==> src/rtl/pipelined_cbya_adder.sv <==
// rtl/pipelined_cbya_adder.sv - pipelined carry-bypass adder/subtractor, one slice per stage
module pipelined_cbya_adder #(
    parameter int WIDTH = 32,
    parameter int BLOCK = 8
) (
    input  logic             clk,
    input  logic             rst,
    input  logic             in_valid,
    output logic             in_ready,
    input  logic [WIDTH-1:0] a,
    input  logic [WIDTH-1:0] b,
    input  logic             cin,
    input  logic             sub,
    output logic             out_valid,
    input  logic             out_ready,
    output logic [WIDTH-1:0] r,
    output logic             cout,
    output logic             overflow
);

    localparam int NSTAGES = WIDTH / BLOCK;

    // Whole pipeline moves as one; it only stops when a finished result is being held.
    logic en;

    assign en       = !out_valid || out_ready;
    assign in_ready = en;

    for (genvar k = 0; k < NSTAGES; k++) begin : stg
        // Operand bits still to be summed when entering this stage (slice k and above).
        localparam int IW = WIDTH - k * BLOCK;

        logic                   src_v;
        logic                   src_c;
        logic                   src_amsb;
        logic                   src_bmsb;
        logic [IW-1:0]          src_a;
        logic [IW-1:0]          src_b;
        logic [(k+1)*BLOCK-1:0] sum_d;

        logic [BLOCK-1:0]       slice_s;
        logic                   slice_co;
        logic                   ripple_c;
        logic                   prop_all;

        logic                   vld_q;
        logic                   c_q;
        logic                   amsb_q;
        logic                   bmsb_q;
        logic [(k+1)*BLOCK-1:0] sum_q;

        if (k == 0) begin : g_src
            // Subtraction is folded into operand B and the carry before the first register.
            assign src_v    = in_valid;
            assign src_a    = a;
            assign src_b    = sub ? ~b : b;
            assign src_c    = sub | cin;
            assign src_amsb = a[WIDTH-1];
            assign src_bmsb = sub ? ~b[WIDTH-1] : b[WIDTH-1];
            assign sum_d    = slice_s;
        end else begin : g_src
            assign src_v    = stg[k-1].vld_q;
            assign src_a    = stg[k-1].g_fwd.a_q;
            assign src_b    = stg[k-1].g_fwd.b_q;
            assign src_c    = stg[k-1].c_q;
            assign src_amsb = stg[k-1].amsb_q;
            assign src_bmsb = stg[k-1].bmsb_q;
            assign sum_d    = {slice_s, stg[k-1].sum_q};
        end

        // Ripple-sum this stage's slice; a fully propagating slice bypasses its own ripple carry.
        always_comb begin
            ripple_c = src_c;
            prop_all = 1'b1;
            slice_s  = '0;
            for (int i = 0; i < BLOCK; i++) begin
                slice_s[i] = src_a[i] ^ src_b[i] ^ ripple_c;
                ripple_c   = (src_a[i] & src_b[i]) | (ripple_c & (src_a[i] ^ src_b[i]));
                prop_all   = prop_all & (src_a[i] ^ src_b[i]);
            end
            slice_co = prop_all ? src_c : ripple_c;
        end

        // Stage register; data only loads with a valid operation so bubbles never clobber results.
        always_ff @(posedge clk or posedge rst) begin
            if (rst) begin
                vld_q  <= 1'b0;
                c_q    <= 1'b0;
                amsb_q <= 1'b0;
                bmsb_q <= 1'b0;
                sum_q  <= '0;
            end else if (en) begin
                vld_q <= src_v;
                if (src_v) begin
                    c_q    <= slice_co;
                    amsb_q <= src_amsb;
                    bmsb_q <= src_bmsb;
                    sum_q  <= sum_d;
                end
            end
        end

        if (k < NSTAGES - 1) begin : g_fwd
            logic [IW-BLOCK-1:0] a_q;
            logic [IW-BLOCK-1:0] b_q;

            // Carry the not-yet-summed upper operand slices forward to later stages.
            always_ff @(posedge clk or posedge rst) begin
                if (rst) begin
                    a_q <= '0;
                    b_q <= '0;
                end else if (en && src_v) begin
                    a_q <= src_a[IW-1:BLOCK];
                    b_q <= src_b[IW-1:BLOCK];
                end
            end
        end
    end

    assign out_valid = stg[NSTAGES-1].vld_q;
    assign r         = stg[NSTAGES-1].sum_q;
    assign cout      = stg[NSTAGES-1].c_q;
    assign overflow  = (stg[NSTAGES-1].amsb_q ^ r[WIDTH-1]) & (stg[NSTAGES-1].bmsb_q ^ r[WIDTH-1]);

endmodule

==> config.mk <==
export PLATFORM = sky130hd
export DESIGN_NAME = pipelined_cbya_adder
export DESIGN_NICKNAME = d
export VERILOG_FILES = /design/src/rtl/pipelined_cbya_adder.sv
export SDC_FILE = /design/constraint.sdc
export NUM_CORES = 1
export LEC_CHECK = 0
export CAP_MARGIN = 10
export CORE_ASPECT_RATIO = 0.9
export CORE_MARGIN = 2
export CORE_UTILIZATION = 50
export DETAILED_ROUTE_END_ITERATION = 16
export PLACE_DENSITY = 0.81
export SLEW_MARGIN = 20
export SYNTH_ARGS = -nofsm -noshare
export SYNTH_HDL_FRONTEND = slang
export SYNTH_SLANG_ARGS = --single-unit
==> constraint.sdc <==
create_clock -name clk -period 5.5 [get_ports clk]
set_input_delay 0.55 -clock clk [delete_from_list [all_inputs] [get_ports clk]]
set_output_delay 0.55 -clock clk [all_outputs]
set_load 0.02 [all_outputs]
==> results of run 1 <==
[synth_stat cells]
cell / number / area [sq um]
dfrtp_1: 186 / 4654
mux2_2: 114 / 1284
a21oi_1: 56 / 280.3
inv_1: 39 / 146.4
fa_1: 32 / 640.6
ha_1: 32 / 400.4
o21ai_0: 26 / 130.1
mux2_4: 24 / 360.4
xnor2_1: 22 / 192.7
buf_2: 17 / 85.08
xor2_1: 10 / 87.58
clkbuf_1: 8 / 30.03
nand4_1: 8 / 50.05
nand2_1: 6 / 22.52
buf_6: 5 / 56.30
nand3_1: 4 / 20.02
a21boi_0: 2 / 15.01
buf_4: 2 / 15.01
nor3_1: 2 / 10.01
o21a_1: 2 / 15.01
o31ai_1: 2 / 15.01
or3_1: 2 / 12.51
a21o_1: 1 / 7.510
a31o_1: 1 / 8.760
a41o_1: 1 / 10.01
and2_1: 1 / 6.260
inv_2: 1 / 3.750
nor2_1: 1 / 3.750
nor2b_4: 1 / 13.76
o21bai_1: 1 / 7.510
or2_1: 1 / 6.260
[routing by layer]
metal	wire, microns	vias up	global-route usage	part of all wire
li1	-	2261	-	-
met2	8400	94	0.3348	0.49
met4	179	0	0.06118	0.011
met1	7788	2629	0.2772	0.46
met3	641	15	0.04503	0.038
met5	0	-	0	0
[final cells by class]
| type | instances | area (sq um) |
|---|---|---|
| inverter | 40 | 153.9 |
| multi-input combinational | 352 | 3606 |
| clock buffer | 19 | 452.9 |
| fill | 1255 | 6467 |
| tap | 211 | 264.0 |
| timing repair buffer | 113 | 1119 |
| clock inverter | 13 | 117.6 |
| sequential | 186 | 4654 |
[logic make-up (layout without fill, tap and decap cells)]
logic type      after synthesis  in the layout  share of synthesized area
compound gates               92             92                    0.05695
xor+xnor                     32             32                    0.03262
fa+ha+maj                    64             64                     0.1212
buf+inv                      72            185                    0.03918
flops                       186            186                     0.5418
mux                         138            138                     0.1914
simple gates                 26             26                    0.01689
[power by group]
part	internal [mW]	leakage, nW	switching, mW	total (mW)
logic	1.23	2.05	1.03	2.26
registers	2.00	2.15	0.433	2.43
clock network	0.651	0.280	0.527	1.18
total	3.88	4.48	1.99	5.87
[flip-flops by register name, summed over array words and instances (netlist names)]
name / cells
stg.sum_q: 48
stg.g_fwd.b_q: 45
stg.g_fwd.a_q: 45
stg.vld_q: 3
r: 32
stg.bmsb_q: 4
stg.amsb_q: 4
cout: 1
out_valid: 1
stg.c_q: 3
[worst max path at each step]
stage | startpoint | endpoint | slack [ns] | cells after the start
after floorplan | sub | stg[0].sum_q[7]$_DFFE_PP0P_ | 1.01 | 14
after global placement | b[0] | stg[0].sum_q[7]$_DFFE_PP0P_ | 0.80 | 13
after detailed placement | b[0] | stg[0].sum_q[7]$_DFFE_PP0P_ | 0.71 | 13
after CTS | b[0] | stg[0].sum_q[7]$_DFFE_PP0P_ | 1.16 | 13
after global routing | b[0] | stg[0].sum_q[7]$_DFFE_PP0P_ | 1.01 | 13
final | b[0] | stg[0].sum_q[7]$_DFFE_PP0P_ | 1.15 | 13
[critical path, delay by kind of cell]
| family | cells | cell delay (ns) |
|---|---|---|
| adder cells (fa/ha/maj) | 8 | 2.99 |
| buffers and inverters | 3 | 0.60 |
| multiplexers | 1 | 0.26 |
| XOR/XNOR | 1 | 0.24 |
==> flow_summary.toml, run 1 <==
[run_status]
status = "completed"

[logic_synthesis]
ys_seq_area_frac = 0.5418
yosys_warnings = 0
yosysUniqueCellTypes = 31
synthesis.nets = 744
syn-instance-count = 610
synth_seq_cells = 186
syn_area_per_cell_sq_um = 14.08
netlist_area_sq_um = 8591

[clocking]
cts.sinks = 186
ctsResizeCount = 0
post_cts_buffers = 0
path_clk_slew_ns = 0.07
cts_max_level = 4
cts_root_buf = "clkbuf_16"
cts_made_buffers = 17
cts_tree = "built"
hold_buffers = 0
clock_path_buffers = 2
clock_latency_ns = 0.43

[route]
drt_pass1_iterations = 4
via_per_inst = 5.352
drt_drc_violations_left = 0
routed-via-count = 4999
first_iter_violations = 328
drtAntennaViolNets = 0
drt-wirelength-per-cell_microns = 18.21
drt-total-wl_microns = 17010

[place]
dp_slack_ns = 0.7089
io_buffers = 105
dp_hpwl_microns = 11550
gp_congestion = 0.8277
placed_area_sq_um = 9797
place_inst = 902

[critical_path]
max_stage_delay_ns = 0.47
crit_path_end_kind = "register"
cp.arrival_ns = 4.66
reg2reg_from = "stg[2].c_q$_DFFE_PP0P_"
cp_cell_sequence = "clkdlybuf4s50_1, xor2_1, fa_1, inv_1, fa_1, fa_1, fa_1, fa_1, fa_1, fa_1, inv_1, fa_1, mux2_4"
r2r_setup_slack_ns = 1.63
worst-path-max-fanout = 2
r2r_cells = 12
cp-start-kind = "primary input"
critical_path_class = "primary input to register"
cpMaxStageDelayCell = "clkdlybuf4s50_1"
cpMostUsedCell = "fa_1"
r2r-end = "r[31]$_DFFE_PP0P_"
cp.required_ns = 5.81

[pwr]
p_per_area_nw_per_um2 = 565.8
peakVddDrop_v = 0.0002351
p_total_mw = 5.866
leakagePower_nw = 4.478

[final_layout]
final_util = 0.6158
final_cell_mix = "dfrtp_1 (186), mux2_2 (114), clkdlybuf4s50_1 (104), a21oi_1 (56), inv_1 (38)"
drive_gt1_frac = 0.2559
instances_no_fill = 934
areaGrowthSynthToFinish_pct = 20.68
nets = 844
diodes = 0
fin_area_sq_um = 10370
mostFrequentLayoutCell = "dfrtp_1"

[timing]
tns_ns = 0
report.final.slew_viol_count = 0
final_hold_viol_count = 0
holdWs_ns = 0.5002
fmax_mhz = 229.7
maxSlewHeadroom = 0.2740
worst_clock_skew_ns = 0.01176
post-route-period-util = 0.7914
setup_ws_ns = 1.147
period_minus_slack_ns = 4.353
tightest_slew_ns = 1.085
rsz0062_at_grt = "no"
setup-violations-final = 0

[floorplanning]
die-area_sq_um = 18250
start_util = 0.5103
io_pins = 106
die_w_microns = 142.2
fp-row-count = 45
die_h_microns = 128.4
core_area_sq_um = 16830

[grt]
grt_max_degree = 187
antenna_found_initial = 0
overflow = 0
grt_pass1_wl_microns = 28620
grt_usage = 0.2044
grt_pass1_vias = 5599

[job]
maxCapViolations = 0

[min_path]
holdPathStages = 1
min_to = "stg[2].sum_q[6]$_DFFE_PP0P_"
min_path_type = "register to register"
holdCritStartpoint = "stg[1].sum_q[6]$_DFFE_PP0P_"
(Power assumes the default switching activity.)
==> inputs of run 2 (changes only) <==
--- a/config.mk
+++ b/config.mk
@@ -10,7 +10,7 @@
 export CORE_MARGIN = 2
 export CORE_UTILIZATION = 50
 export DETAILED_ROUTE_END_ITERATION = 16
-export PLACE_DENSITY = 0.81
+export PLACE_DENSITY = 0.78
 export SLEW_MARGIN = 20
 export SYNTH_ARGS = -nofsm -noshare
 export SYNTH_HDL_FRONTEND = slang
==> constraint.sdc (replaced) <==
create_clock -name clk -period 4.45 [get_ports clk]
set_input_delay 0.445 -clock clk [delete_from_list [all_inputs] [get_ports clk]]
set_output_delay 0.445 -clock clk [all_outputs]
set_load 0.02 [all_outputs]
==> run 2 against run 1 <==
Power increased by 24%. Combinational power increased by 26%. Routed wire length increased by 1.4%. Count of clock-buffer cells in the layout increased by 2. Register-to-register slack got worse by 1.1 ns. Die area unchanged. Largest cell class unchanged.
==> flow_summary.toml, run 2 (same netlist as run 1, synthesis figures left out) <==
[run_status]
status = "completed"

[route]
wl_met1_microns = 7937
drt_drc_violations_left = 0
routed-via-count = 5003
drtAntennaViolNets = 0
drt-wirelength-per-cell_microns = 18.36
first_iter_violations = 224
dr_wl_met3_microns = 592
wl_met2_microns = 8575
via_per_inst = 5.328
drt_pass1_iterations = 4
drt-total-wl_microns = 17240
routed.top_layer = "met4"

[pwr]
p_int_mw = 4.804
combPwrFrac = 0.392
p_per_area_nw_per_um2 = 697.6
peakVddDrop_v = 0.0003375
clkPwrFrac = 0.195
p_sw_frac = 0.3387
leakagePower_nw = 4.486
power_switching_mw = 2.460
p_total_mw = 7.263
p_seq_frac = 0.413

[critical_path]
worst-path-max-fanout = 2
cp_cell_sequence = "clkdlybuf4s50_1, xor2_1, fa_1, inv_1, fa_1, fa_1, fa_1, fa_1, fa_1, fa_1, inv_1, fa_1, mux2_4"
cp.arrival_ns = 4.56
max_stage_delay_ns = 0.47
reg2reg_from = "stg[0].c_q$_DFFE_PP0P_"
r2r-end = "stg[1].sum_q[15]$_DFFE_PP0P_"
cp-start-kind = "primary input"
cp.required_ns = 4.76
r2r_cells = 12
cp.buffers_inverters = 3
cp_top_family = "adder cells"
critical_path_class = "primary input to register"
cpMaxStageDelayCell = "clkdlybuf4s50_1"
crit_path_end_kind = "register"
cpMostUsedCell = "fa_1"
r2r_setup_slack_ns = 0.57

[floorplanning]
die_w_microns = 142.2
die-area_sq_um = 18250
fp-row-count = 45
die_h_microns = 128.4
start_util = 0.5103
core_area_sq_um = 16830
io_pins = 106

[min_path]
holdCritStartpoint = "stg[1].sum_q[8]$_DFFE_PP0P_"
min_to = "stg[1].sum_q[8]$_DFFE_PP0P_"
min_path_type = "register to register"
holdPathStages = 1

[timing]
rsz0062_at_grt = "no"
tightest_slew_ns = 0.8516
tns_ns = 0
worst_clock_skew_ns = 0.01094
period_minus_slack_ns = 4.250
final_hold_viol_count = 0
fmax_mhz = 235.3
maxSlewHeadroom = 0.4314
setup-violations-final = 0
report.final.slew_viol_count = 0
post-route-period-util = 0.9551
holdWs_ns = 0.4992
setup_ws_ns = 0.1997

[grt]
grt_pass1_wl_microns = 28200
antenna_found_initial = 0
grt_usage = 0.2029
overflow = 0
grt_max_degree = 82
grt_pass1_vias = 5513

[place]
dp_slack_ns = -0.2666
dp_hpwl_microns = 11840
gp_congestion = 0.8162
io_buffers = 105

[clocking]
clock_latency_ns = 0.43
post_cts_buffers = 0
cts.sinks = 186
cts_root_buf = "clkbuf_16"
hold_buffers = 0
cts_tree = "built"
path_clk_slew_ns = 0.07
clock_path_buffers = 2
cts_max_level = 4
ctsResizeCount = 0
cts_made_buffers = 17

[final_layout]
final_cell_mix = "dfrtp_1 (186), mux2_2 (114), clkdlybuf4s50_1 (104), a21oi_1 (56), inv_1 (38)"
nFillCells = 1237
reg_top3 = "stg.sum_q (48), stg.g_fwd.a_q (45), stg.g_fwd.b_q (45)"
areaGrowthSynthToFinish_pct = 21.21
diodes = 0
nets = 850
largest_reg_flops = 48
drive_gt1_frac = 0.2569
largest-register = "stg.sum_q"
mostFrequentLayoutCell = "dfrtp_1"
final_util = 0.6185

[job]
maxCapViolations = 0
run 2: cell count changes in the layout (fill, tap and decap cells not counted):
cell | previous run | this run
clkinvlp_4 | 3 | 6
clkbuf_8 | 2 | 1
inv_6 | 3 | 2
clkinv_4 | 3 | 0
clkinv_2 | 4 | 2
buf_12 | 1 | 3
clkbuf_1 | 0 | 3
buf_4 | 7 | 11
run 2: per-layer routing:
layer	vias up	track usage
met5	-	0
met4	0	0.05765
met3	12	0.04243
met2	104	0.3328
met1	2602	0.2781
li1	2285	-
run 2: final cells by class:
class	count	area (sq um)	share of cell area
Sequential cell	186	4654	0.4470
Multi-Input combinational cell	352	3606	0.3463
Timing Repair Buffer	119	1189	0.1142
Clock inverter	10	95.09	0.009132
Clock buffer	21	450.4	0.04326
Inverter	40	153.9	0.01478
Tap cell	211	264.0	0.02535
run 2: worst max path at each step:
stage,startpoint,to,cells past startpoint
after CTS,b[0],stg[0].sum_q[7]$_DFFE_PP0P_,13
after global routing,b[0],stg[0].sum_q[7]$_DFFE_PP0P_,13
final,b[0],stg[0].sum_q[7]$_DFFE_PP0P_,13
after global placement,b[0],stg[0].sum_q[7]$_DFFE_PP0P_,13
after detailed placement,b[0],stg[0].sum_q[7]$_DFFE_PP0P_,13
after floorplan,sub,stg[0].sum_q[7]$_DFFE_PP0P_,14
run 2: through the flow:
step,instances,area (sq um)
final,939,10410
after global routing,939,10410
after CTS,939,10410
after detailed placement,908,9867
after global placement,908,9867
after floorplan,610,8594
run 2: power by group through the flow:
stage / clock [mW] / sequential (mW) / combinational, mW
after floorplan: 0 / 3.05 / 1.78
after global placement: 0 / 2.98 / 2.74
after detailed placement: 0 / 3.03 / 2.84
after CTS: 1.44 / 3.01 / 2.88
after global routing: 1.51 / 3.11 / 3.15
final: 1.42 / 3.00 / 2.85
